--- config.mk ---
export PLATFORM = sky130hd
export DESIGN_NAME = mode_arbiter
export DESIGN_NICKNAME = d
export VERILOG_FILES = /design/src/rtl/mode_arbiter_pkg.sv /design/src/rtl/mode_arbiter_onehot_settle.sv /design/src/rtl/mode_arbiter.sv
export SDC_FILE = /design/constraint.sdc
export NUM_CORES = 1
export LEC_CHECK = 0
export BUFFER_PORTS_ARGS = -buffer_cell sky130_fd_sc_hd__clkbuf_2
export CORE_MARGIN = 3
export CORE_UTILIZATION = 48
export DETAILED_ROUTE_END_ITERATION = 10
export PLACE_DENSITY_LB_ADDON = 0.3
export SYNTH_ARGS = -nofsm -noshare
export SYNTH_HDL_FRONTEND = slang
export SYNTH_SLANG_ARGS = --single-unit
--- constraint.sdc ---
create_clock -name clk -period 2.9 [get_ports clk]
set_clock_uncertainty 0.2 [all_clocks]
set_input_delay 0.145 -clock clk [delete_from_list [all_inputs] [get_ports clk]]
set_output_delay 0.145 -clock clk [all_outputs]
set_load 0.01 [all_outputs]
--- src/rtl/mode_arbiter_pkg.sv ---
//------------------------------------------------------------------------------
// Module   : mode_arbiter_pkg
// Purpose  : Shared constants, state encoding and helpers for the mode arbiter
// Revision : 1.0 - initial release
//------------------------------------------------------------------------------
`default_nettype none

package mode_arbiter_pkg;

  // Note code 0 means rest/silence on the buzzer path
  localparam int c_NOTE_REST = 0;

  // Default widths and timing for the three-source piano build
  localparam int c_DEF_NUM_SRC       = 3;
  localparam int c_DEF_NOTE_W        = 4;
  localparam int c_DEF_LED_W         = 7;
  localparam int c_DEF_OCT_W         = 2;
  localparam int c_DEF_NUM_W         = 4;
  localparam int c_DEF_OCT_DEFAULT   = 1;
  localparam int c_DEF_STABLE_CYCLES = 16;
  localparam int c_DEF_MUTE_CYCLES   = 1000;

  // Arbiter states
  typedef enum logic [1:0] {
    ST_IDLE   = 2'd0,
    ST_SETTLE = 2'd1,
    ST_MUTE   = 2'd2,
    ST_PLAY   = 2'd3
  } arb_state_t;

  // Width of a counter that must hold 0..max_val; never narrower than 1 bit
  function automatic int cnt_width(input int max_val);
    return (max_val > 0) ? $clog2(max_val + 1) : 1;
  endfunction

endpackage

`default_nettype wire

--- src/rtl/mode_arbiter_onehot_settle.sv ---
//------------------------------------------------------------------------------
// Module   : onehot_settle
// Purpose  : One-hot validity check, candidate register and stability counter
//            producing an accept strobe once a mode has held long enough
// Revision : 1.0 - initial release
//------------------------------------------------------------------------------
`default_nettype none

module onehot_settle
  import mode_arbiter_pkg::*;
#(
  parameter int NUM_SRC       = c_DEF_NUM_SRC,
  parameter int STABLE_CYCLES = c_DEF_STABLE_CYCLES
) (
  input  logic               clk,
  input  logic               reset,
  input  logic [NUM_SRC-1:0] mode,
  input  logic               arm,
  output logic               mode_valid,
  output logic               mode_changed,
  output logic [NUM_SRC-1:0] candidate,
  output logic               accept
);

  localparam int              c_CW       = cnt_width(STABLE_CYCLES);
  localparam logic [c_CW-1:0] c_CNT_MAX  = c_CW'(STABLE_CYCLES);
  localparam logic [c_CW-1:0] c_CNT_LAST = c_CW'(STABLE_CYCLES - 1);
  localparam logic [c_CW-1:0] c_CNT_ONE  = c_CW'(1);

  logic [NUM_SRC-1:0] r_cand;
  logic [c_CW-1:0]    r_cnt;

  assign mode_valid   = $onehot(mode);
  assign mode_changed = (mode != r_cand);
  assign candidate    = r_cand;
  // The edge that would bring the count to STABLE_CYCLES is the accepting edge;
  // any mode change on that same edge suppresses acceptance.
  assign accept       = arm && !mode_changed && $onehot(r_cand) && (r_cnt >= c_CNT_LAST);

  // Track the last sampled mode and how many consecutive edges it has held
  always_ff @(posedge clk) begin
    if (reset) begin
      r_cand <= '0;
      r_cnt  <= '0;
    end else if (mode_changed) begin
      r_cand <= mode;
      r_cnt  <= mode_valid ? c_CNT_ONE : '0;
    end else if (r_cnt != c_CNT_MAX) begin
      r_cnt  <= r_cnt + c_CNT_ONE;
    end
  end

endmodule

`default_nettype wire

--- src/rtl/mode_arbiter.sv ---
//------------------------------------------------------------------------------
// Module   : mode_arbiter
// Purpose  : One-hot mode selection of note sources with settle, silent gap on
//            switch, restart pulses and registered outputs to the drivers
// Revision : 1.0 - initial release
//------------------------------------------------------------------------------
`default_nettype none

module mode_arbiter
  import mode_arbiter_pkg::*;
#(
  parameter int NUM_SRC       = c_DEF_NUM_SRC,
  parameter int NOTE_W        = c_DEF_NOTE_W,
  parameter int LED_W         = c_DEF_LED_W,
  parameter int OCT_W         = c_DEF_OCT_W,
  parameter int NUM_W         = c_DEF_NUM_W,
  parameter int OCT_DEFAULT   = c_DEF_OCT_DEFAULT,
  parameter int STABLE_CYCLES = c_DEF_STABLE_CYCLES,
  parameter int MUTE_CYCLES   = c_DEF_MUTE_CYCLES
) (
  input  logic                      clk,
  input  logic                      reset,
  input  logic [NUM_SRC-1:0]        mode,
  input  logic [NUM_SRC*NOTE_W-1:0] src_note,
  input  logic [NUM_SRC*LED_W-1:0]  src_led,
  input  logic [NUM_SRC*OCT_W-1:0]  src_oct,
  input  logic [NUM_SRC*NUM_W-1:0]  src_num,
  input  logic [NUM_SRC-1:0]        src_valid,
  output logic [NOTE_W-1:0]         note_out,
  output logic [LED_W-1:0]          led_out,
  output logic [OCT_W-1:0]          octave_out,
  output logic [NUM_W-1:0]          num_out,
  output logic [NUM_SRC-1:0]        active_src,
  output logic                      muting,
  output logic [NUM_SRC-1:0]        src_restart
);

  localparam int                c_MW        = cnt_width(MUTE_CYCLES);
  localparam logic [c_MW-1:0]   c_MUTE_LAST = c_MW'((MUTE_CYCLES > 0) ? MUTE_CYCLES - 1 : 0);
  localparam logic [c_MW-1:0]   c_MUTE_ONE  = c_MW'(1);
  localparam logic [OCT_W-1:0]  c_OCT_DEF   = OCT_W'(OCT_DEFAULT);
  localparam logic [NOTE_W-1:0] c_REST      = NOTE_W'(c_NOTE_REST);

  arb_state_t         r_state;
  logic [c_MW-1:0]    r_mute_cnt;

  logic               w_mode_valid;
  logic               w_mode_changed;
  logic [NUM_SRC-1:0] w_candidate;
  logic               w_accept;

  logic [NOTE_W-1:0]  w_sel_note;
  logic [LED_W-1:0]   w_sel_led;
  logic [OCT_W-1:0]   w_sel_oct;
  logic [NUM_W-1:0]   w_sel_num;
  logic               w_sel_valid;

  onehot_settle #(
    .NUM_SRC       (NUM_SRC),
    .STABLE_CYCLES (STABLE_CYCLES)
  ) u_settle (
    .clk          (clk),
    .reset        (reset),
    .mode         (mode),
    .arm          (r_state == ST_SETTLE),
    .mode_valid   (w_mode_valid),
    .mode_changed (w_mode_changed),
    .candidate    (w_candidate),
    .accept       (w_accept)
  );

  // OR-mux of the accepted source's fields; active_src is one-hot or zero
  always_comb begin
    w_sel_note  = '0;
    w_sel_led   = '0;
    w_sel_oct   = '0;
    w_sel_num   = '0;
    w_sel_valid = 1'b0;
    for (int i = 0; i < NUM_SRC; i++) begin
      if (active_src[i]) begin
        w_sel_note  = w_sel_note | src_note[i*NOTE_W +: NOTE_W];
        w_sel_led   = w_sel_led  | src_led[i*LED_W +: LED_W];
        w_sel_oct   = w_sel_oct  | src_oct[i*OCT_W +: OCT_W];
        w_sel_num   = w_sel_num  | src_num[i*NUM_W +: NUM_W];
        w_sel_valid = w_sel_valid | src_valid[i];
      end
    end
  end

  // Arbiter FSM; every output is registered and reflects the state just left
  always_ff @(posedge clk) begin
    if (reset) begin
      r_state     <= ST_IDLE;
      r_mute_cnt  <= '0;
      note_out    <= c_REST;
      led_out     <= '0;
      octave_out  <= c_OCT_DEF;
      num_out     <= '0;
      active_src  <= '0;
      muting      <= 1'b0;
      src_restart <= '0;
    end else begin
      src_restart <= '0;
      case (r_state)
        ST_IDLE: begin
          note_out   <= c_REST;
          led_out    <= '0;
          octave_out <= c_OCT_DEF;
          num_out    <= '0;
          active_src <= '0;
          if (w_mode_valid) begin
            r_state <= ST_SETTLE;
            muting  <= 1'b1;
          end else begin
            muting  <= 1'b0;
          end
        end

        ST_SETTLE: begin
          note_out   <= c_REST;
          led_out    <= '0;
          octave_out <= c_OCT_DEF;
          if (w_mode_changed) begin
            // A valid change just restarts the count inside the settle block
            if (!w_mode_valid) begin
              r_state    <= ST_IDLE;
              active_src <= '0;
              num_out    <= '0;
              muting     <= 1'b0;
            end
          end else if (w_accept) begin
            active_src  <= w_candidate;
            src_restart <= w_candidate;
            r_mute_cnt  <= '0;
            if (MUTE_CYCLES == 0) begin
              r_state <= ST_PLAY;
              muting  <= 1'b0;
            end else begin
              r_state <= ST_MUTE;
              muting  <= 1'b1;
            end
          end
        end

        ST_MUTE, ST_PLAY: begin
          if (w_mode_changed) begin
            // Silence at once; the old source stays reported until re-settled
            note_out   <= c_REST;
            led_out    <= '0;
            octave_out <= c_OCT_DEF;
            if (w_mode_valid) begin
              r_state <= ST_SETTLE;
              muting  <= 1'b1;
            end else begin
              r_state    <= ST_IDLE;
              active_src <= '0;
              num_out    <= '0;
              muting     <= 1'b0;
            end
          end else if (r_state == ST_MUTE) begin
            note_out   <= c_REST;
            led_out    <= '0;
            octave_out <= c_OCT_DEF;
            num_out    <= w_sel_num;
            if (r_mute_cnt >= c_MUTE_LAST) begin
              r_state <= ST_PLAY;
              muting  <= 1'b0;
            end else begin
              r_mute_cnt <= r_mute_cnt + c_MUTE_ONE;
            end
          end else begin
            muting     <= 1'b0;
            note_out   <= w_sel_valid ? w_sel_note : c_REST;
            led_out    <= w_sel_valid ? w_sel_led : '0;
            octave_out <= w_sel_oct;
            num_out    <= w_sel_num;
          end
        end

        default: begin
          r_state <= ST_IDLE;
        end
      endcase
    end
  end

endmodule

`default_nettype wire

### Word-level counts from Yosys, hierarchy flattened

Cells that the tools add are included.

* register bits after elaboration: 44
* bits of input ports: 59
* output and inout bits: 24
* word-level logic and storage cells: 126

* add/sub/neg operators: 6
* order comparisons: 2
* equal/unequal tests: 20
* multiplexer cells: 61
* bitwise logic cells: 12
* reductions and logical operators: 14

Operators with widths (count)
* 10-bit two-way mux: 5
* 4-bit two-way mux: 12
* 7-bit two-way mux: 6
* 2-bit two-way mux: 12
* 10-bit case mux with 2 select lines: 1
* 4-bit OR: 4
* 7-bit OR: 2
* 7-bit case mux with 2 select lines: 1
* 1-bit two-way mux: 12
* 3-bit two-way mux: 4
* 2-bit != test, second input constant: 6
* 4-bit case mux with 3 select lines: 1
* 10-bit by 1-bit adder with 10-bit output, second input constant: 1
* 10-bit >= comparator, second input constant: 1
* 5-bit two-way mux: 2
* 3-bit case mux with 3 select lines: 1
* 4-bit case mux with 2 select lines: 1
* 2-bit by 1-bit == test with 1-bit output, second input constant: 3
* 3-bit by 2-bit != test with 1-bit output, second input constant: 2
* 3-bit != test, second input constant: 2
* 2-bit case mux with 3 select lines: 1
* 6-bit AND reduction: 1
* 5-bit by 1-bit adder with 5-bit output, second input constant: 1
* 5-bit by 4-bit >= comparator with 1-bit output, second input constant: 1
* other kinds (21): 32

### Longest topological paths before layout

* depth after elaboration: 9
* mapped depth: 9
* mapped depth without buffers: 8

### By module

Synthesis repeated with hierarchy kept, for this count alone.

* cells, all modules: 221
* area, all modules: 2069.5 um^2

By module, submodules not included
* mode_arbiter: times used 1, cells an instance 174, area an instance 1615.3 um^2, sequential area each 720.7 um^2
* onehot_settle: times used 1, cells an instance 47, area an instance 454.2 um^2, sequential area each 160.2 um^2

### Worst setup path before layout

OpenSTA, ideal clock, no wires.

* kind: flip-flop to flip-flop
* from: reg u_settle.r_cand[0], in the netlist u_settle.candidate[0]
* to: reg r_mute_cnt[5]
* setup time: 74 ps
* data arrival time: 2229 ps
* data required time: 2626 ps
* slack: 396 ps
* stages on the path, launching flop included: 8
* path buffers: 0
* period minus slack after synthesis: 2504 ps
* cells stage by stage: dfxtp_1 > inv_1 > fa_1 > nand2b_1 > a2111oi_4 > a22oi_2 > or4_1 > a31oi_1

* cells in the longest elaborated chain, start to end: 7
* elaborated cells between the ends (all ways): 12
* classes of those cells: 2 x add/sub; 5 x eq/ne; 5 x reduce/logical

RTL lines
* start: declaration: line mode_arbiter_onehot_settle.sv:30 `logic [NUM_SRC-1:0] r_cand;`
* start signal: assignment: line mode_arbiter_onehot_settle.sv:46 `r_cand <= mode;`
* 1-bit by 1-bit adder with 2-bit output (implied by the code) or 3-bit != test (tied branches): line mode_arbiter_onehot_settle.sv:38, mode_arbiter_onehot_settle.sv:34
* 2-bit by 1-bit adder with 2-bit output (implied by the code) or 1-bit logical NOT (tied branches): line mode_arbiter_onehot_settle.sv:38 `assign accept = arm && !mode_changed && $onehot(r_cand) && (r_cnt >= c_CNT_LAST);`
* 2-bit by 1-bit == test with 1-bit output or 1-bit logical AND (tied branches): line mode_arbiter_onehot_settle.sv:38
* 1-bit logical AND (2 in a row): line mode_arbiter_onehot_settle.sv:38
* 2-bit != test (no line)
* 6-bit AND reduction (no line) *
* end signal: assignment: line mode_arbiter.sv:169 `r_mute_cnt <= r_mute_cnt + c_MUTE_ONE;`
* end: declaration: line mode_arbiter.sv:45 `logic [c_MW-1:0] r_mute_cnt;`

Mark *: on every way between the ends. The rest lies on a longest branch, timed or not.
A chain may end at the register's enable or synchronous reset.

### Worst setup path after layout

Ends and elaborated chain as after synthesis.

==> out/summary.txt <==
Run status -> finished clean
Hold Path Sink -> num_out[0]$_SDFFE_PP0P_
Worst Setup Start Kind -> flop
Vias in the first global route -> 2,225
HPWL Detailed -> 3.96 mm
Initial antenna violation count -> 0
Register share of total power -> 49.3%
Hold path depth -> 5
Internal reg-to-reg setup slack -> 220 ps
Most used DFF post-synth -> dfxtp_1
Setup CP Type -> flop to flop
R2R Path End -> r_mute_cnt[5]$_SDFFE_PP0P_
Slew @ Worst Pin -> 915 ps
Core area -> 4120 sq um
Setup_tns -> 0 ps
Setup crit end kind -> flop
Vias/cell -> 5.58
Commonest non-fill, non-tap cell in the layout -> clkbuf_2
Post-synth EDFFs -> 0
Final min period -> 2680 ps
Post-CTS Setup Inserts -> 0
Hold Startpoint -> src_num[8]
Worst IR Drop VDD -> 0.000392 V
Netlist cell types -> 42
Longest Clk Path Bufs -> 2
Sink Count -> 44
Diodes inserted -> 0
TritonCTS clock tree -> yes
Reg2Reg Launch Point -> u_settle.candidate[0]$_SDFFE_PP0P_
Die outline height -> 72.2 microns
Worst Hold Class -> input port to flop
Final Cell Area -> 2980 sq um
Crit path DAT -> 2700 ps
Routed wire length per instance -> 15.4 microns
Total I/O pin count -> 83
Iter 0 DRT Violations -> 188
Syn Nets -> 304
# setup viols final -> 0
Total Routing Usage GR -> 24.9%
Die area -> 5210 sq um
Combinational share of power -> 11.4%
First-pass GRT wire length -> 10.2 mm
Pin count of the biggest net entering global routing -> 24
FP Rows -> 23
Most frequent cells in the layout -> clkbuf_2 (82), dfxtp_1 (44), nor2_1 (36)
Via Count -> 2,237
Final RePlAce weighted congestion -> 0.834
Share of cells above drive strength 1 -> 29.6%
Nets@finish -> 415
Critical path required time -> 2930 ps
Static leakage -> 1.21 nW
Final count of hold timing violations -> 0
Maxcap violations -> 0
Period utilisation layout -> 92.3%
Total gr overflow -> 0
Ys async rst share -> 0%
Clock slew at reported path FFs -> 80 ps
Cell Int Power -> 965 uW
Post-synthesis average cell area -> 8.80 sq um
Pwr Density -> 423 nW/um^2
CTS root buf -> clkbuf_8
Sw Share -> 23.5%
Mapped cell area -> 2100 sq um
Placed cell area -> 2570 sq um
Layout fillers -> 321
FF+latch count, synth -> 44
Crit path max fanout -> 11
Yosys warning total -> 0
Area grow syn2layout -> 41.8%
Die Wd -> 72.2 microns
Routed WL -> 6.18 mm
Max_slew headroom -> 38.1%
Clk_lat worst skew -> 300 ps
Pins Over Slew Limit -> 0
Fmax -> 374 MHz
Cts bufs inserted -> 5
RSZ-0062 raised after global routing -> no
Starting density of the core -> 51.1%
Pre-Repair DR Iteration Count -> 5
Synth Instances -> 239
ANT nets after route -> 0
# H-tree levels -> 2
Sw Pwr -> 297 uW
DRC -> 0
Clock power share -> 39.3%
Seq/Total Area, Yosys -> 41.9%
Port-buffer cells -> 82
Worst-case reg-to-reg path depth -> 7
metal layers:
| metal | vias to the layer above | GRT usage, % | routed length (microns) |
|---|---|---|---|
| li1 | 1111 | - | - |
| met1 | 1035 | 28.1 | 2460 |
| met2 | 78 | 44.3 | 3220 |
| met3 | 13 | 6.93 | 368 |
| met4 | 0 | 9.39 | 141 |
| met5 | - | 0 | 0 |
flip-flops by register name (all words and copies together), names as in the netlist:
register	count
u_settle.candidate	3
note_out	4
octave_out	2
active_src	3
muting	1
r_state	2
led_out	7
u_settle.r_cnt	5
src_restart	3
r_mute_cnt	10
num_out	4
what timing repair did:
action                                  in CTS  in global routing
gates resized for setup                      0                  0
hold buffers                                29                  0
endpoints found under the setup margin       0                  0
endpoints found under the hold margin       16                  0
cells by family (layout without fill, tap and decap cells):
kind of cell             count (synthesis)  after routing  share of synthesized area, %
AND/OR/NAND/NOR                         96             96                          22.3
AO/OA/AOI/OAI                           52             52                          20.2
flip-flops                              44             44                          41.9
buffers and inverters                   26            138                          4.70
XOR/XNOR                                10             10                          4.17
adder cells (fa/ha/maj)                  6              6                          4.29
multiplexers                             5              5                          2.44
cell type report:
type	count	area, sq um	share of cell area [%]
inverters	13	48.8	1.64
clock buffers	6	82.6	2.77
well taps	50	62.6	2.10
repair buffers	117	746	25.0
flip-flops and latches	44	881	29.5
clock inverters	2	38.8	1.30
multi-input cells	169	1120	37.6
power groups by stage:
stage | clock [mW] | sequential (mW) | combinational [mW]
2_1_floorplan | 0 | 0.631 | 0.0703
3_3_place_gp | 0 | 0.635 | 0.121
6_report | 0.496 | 0.622 | 0.143
5_1_grt | 0.528 | 0.624 | 0.158
3_5_place_dp | 0 | 0.636 | 0.123
4_1_cts | 0.503 | 0.622 | 0.141
critical path, cell delays in order, from the launching register on:
cell and delay, ps:
dfxtp_1 380, inv_1 90, fa_1 450, nand2b_1 190
a2111oi_4 380, a22oi_2 230, or4_1 510, a31oi_1 170
worst max-delay path by stage:
stage                                            end                                from  slack [ps]
after detailed placement  r_mute_cnt[5]$_SDFFE_PP0P_  u_settle.candidate[0]$_SDFFE_PP0P_         220
after global routing      r_mute_cnt[5]$_SDFFE_PP0P_  u_settle.candidate[0]$_SDFFE_PP0P_          60
final                     r_mute_cnt[5]$_SDFFE_PP0P_  u_settle.candidate[0]$_SDFFE_PP0P_         220
after global placement    r_mute_cnt[5]$_SDFFE_PP0P_  u_settle.candidate[0]$_SDFFE_PP0P_         280
after CTS                 r_mute_cnt[5]$_SDFFE_PP0P_  u_settle.candidate[0]$_SDFFE_PP0P_         220
after floorplan           r_mute_cnt[5]$_SDFFE_PP0P_  u_settle.candidate[0]$_SDFFE_PP0P_         400
metrics by stage:
stage          hold slack (ps)  utilization [%]  setup slack [ps]  cells  total power [mW]
2_1_floorplan             19.4                -               396    239             0.701
3_3_place_gp               185             62.5               282    364             0.757
3_5_place_dp               188             62.5               224    364             0.759
4_1_cts                   11.1             72.5               220    401              1.27
5_1_grt                   77.7             72.5              64.7    401              1.31
6_report                  16.3             72.5               225    401              1.26
cell usage after synthesis (all sizes together) (3+ instances only):
master	n	area share, %
dfxtp	44	42
nor2	36	6.4
a222oi	18	8.6
nand2	16	2.9
nand3	14	3.3
inv	13	2.3
clkbuf	11	2.0
nor3	9	2.4
a21oi	8	1.9
a31oi	6	1.8
o21ai	5	1.2
xnor2	5	2.1
xor2	5	2.1
ha	4	2.4
mux2i	4	1.9
nand4	4	1.5
or4	4	1.4
a22oi	3	1.3
nor4	3	1.2
o21bai	3	1.1
No activity file was read; power rests on OpenSTA's default activity.
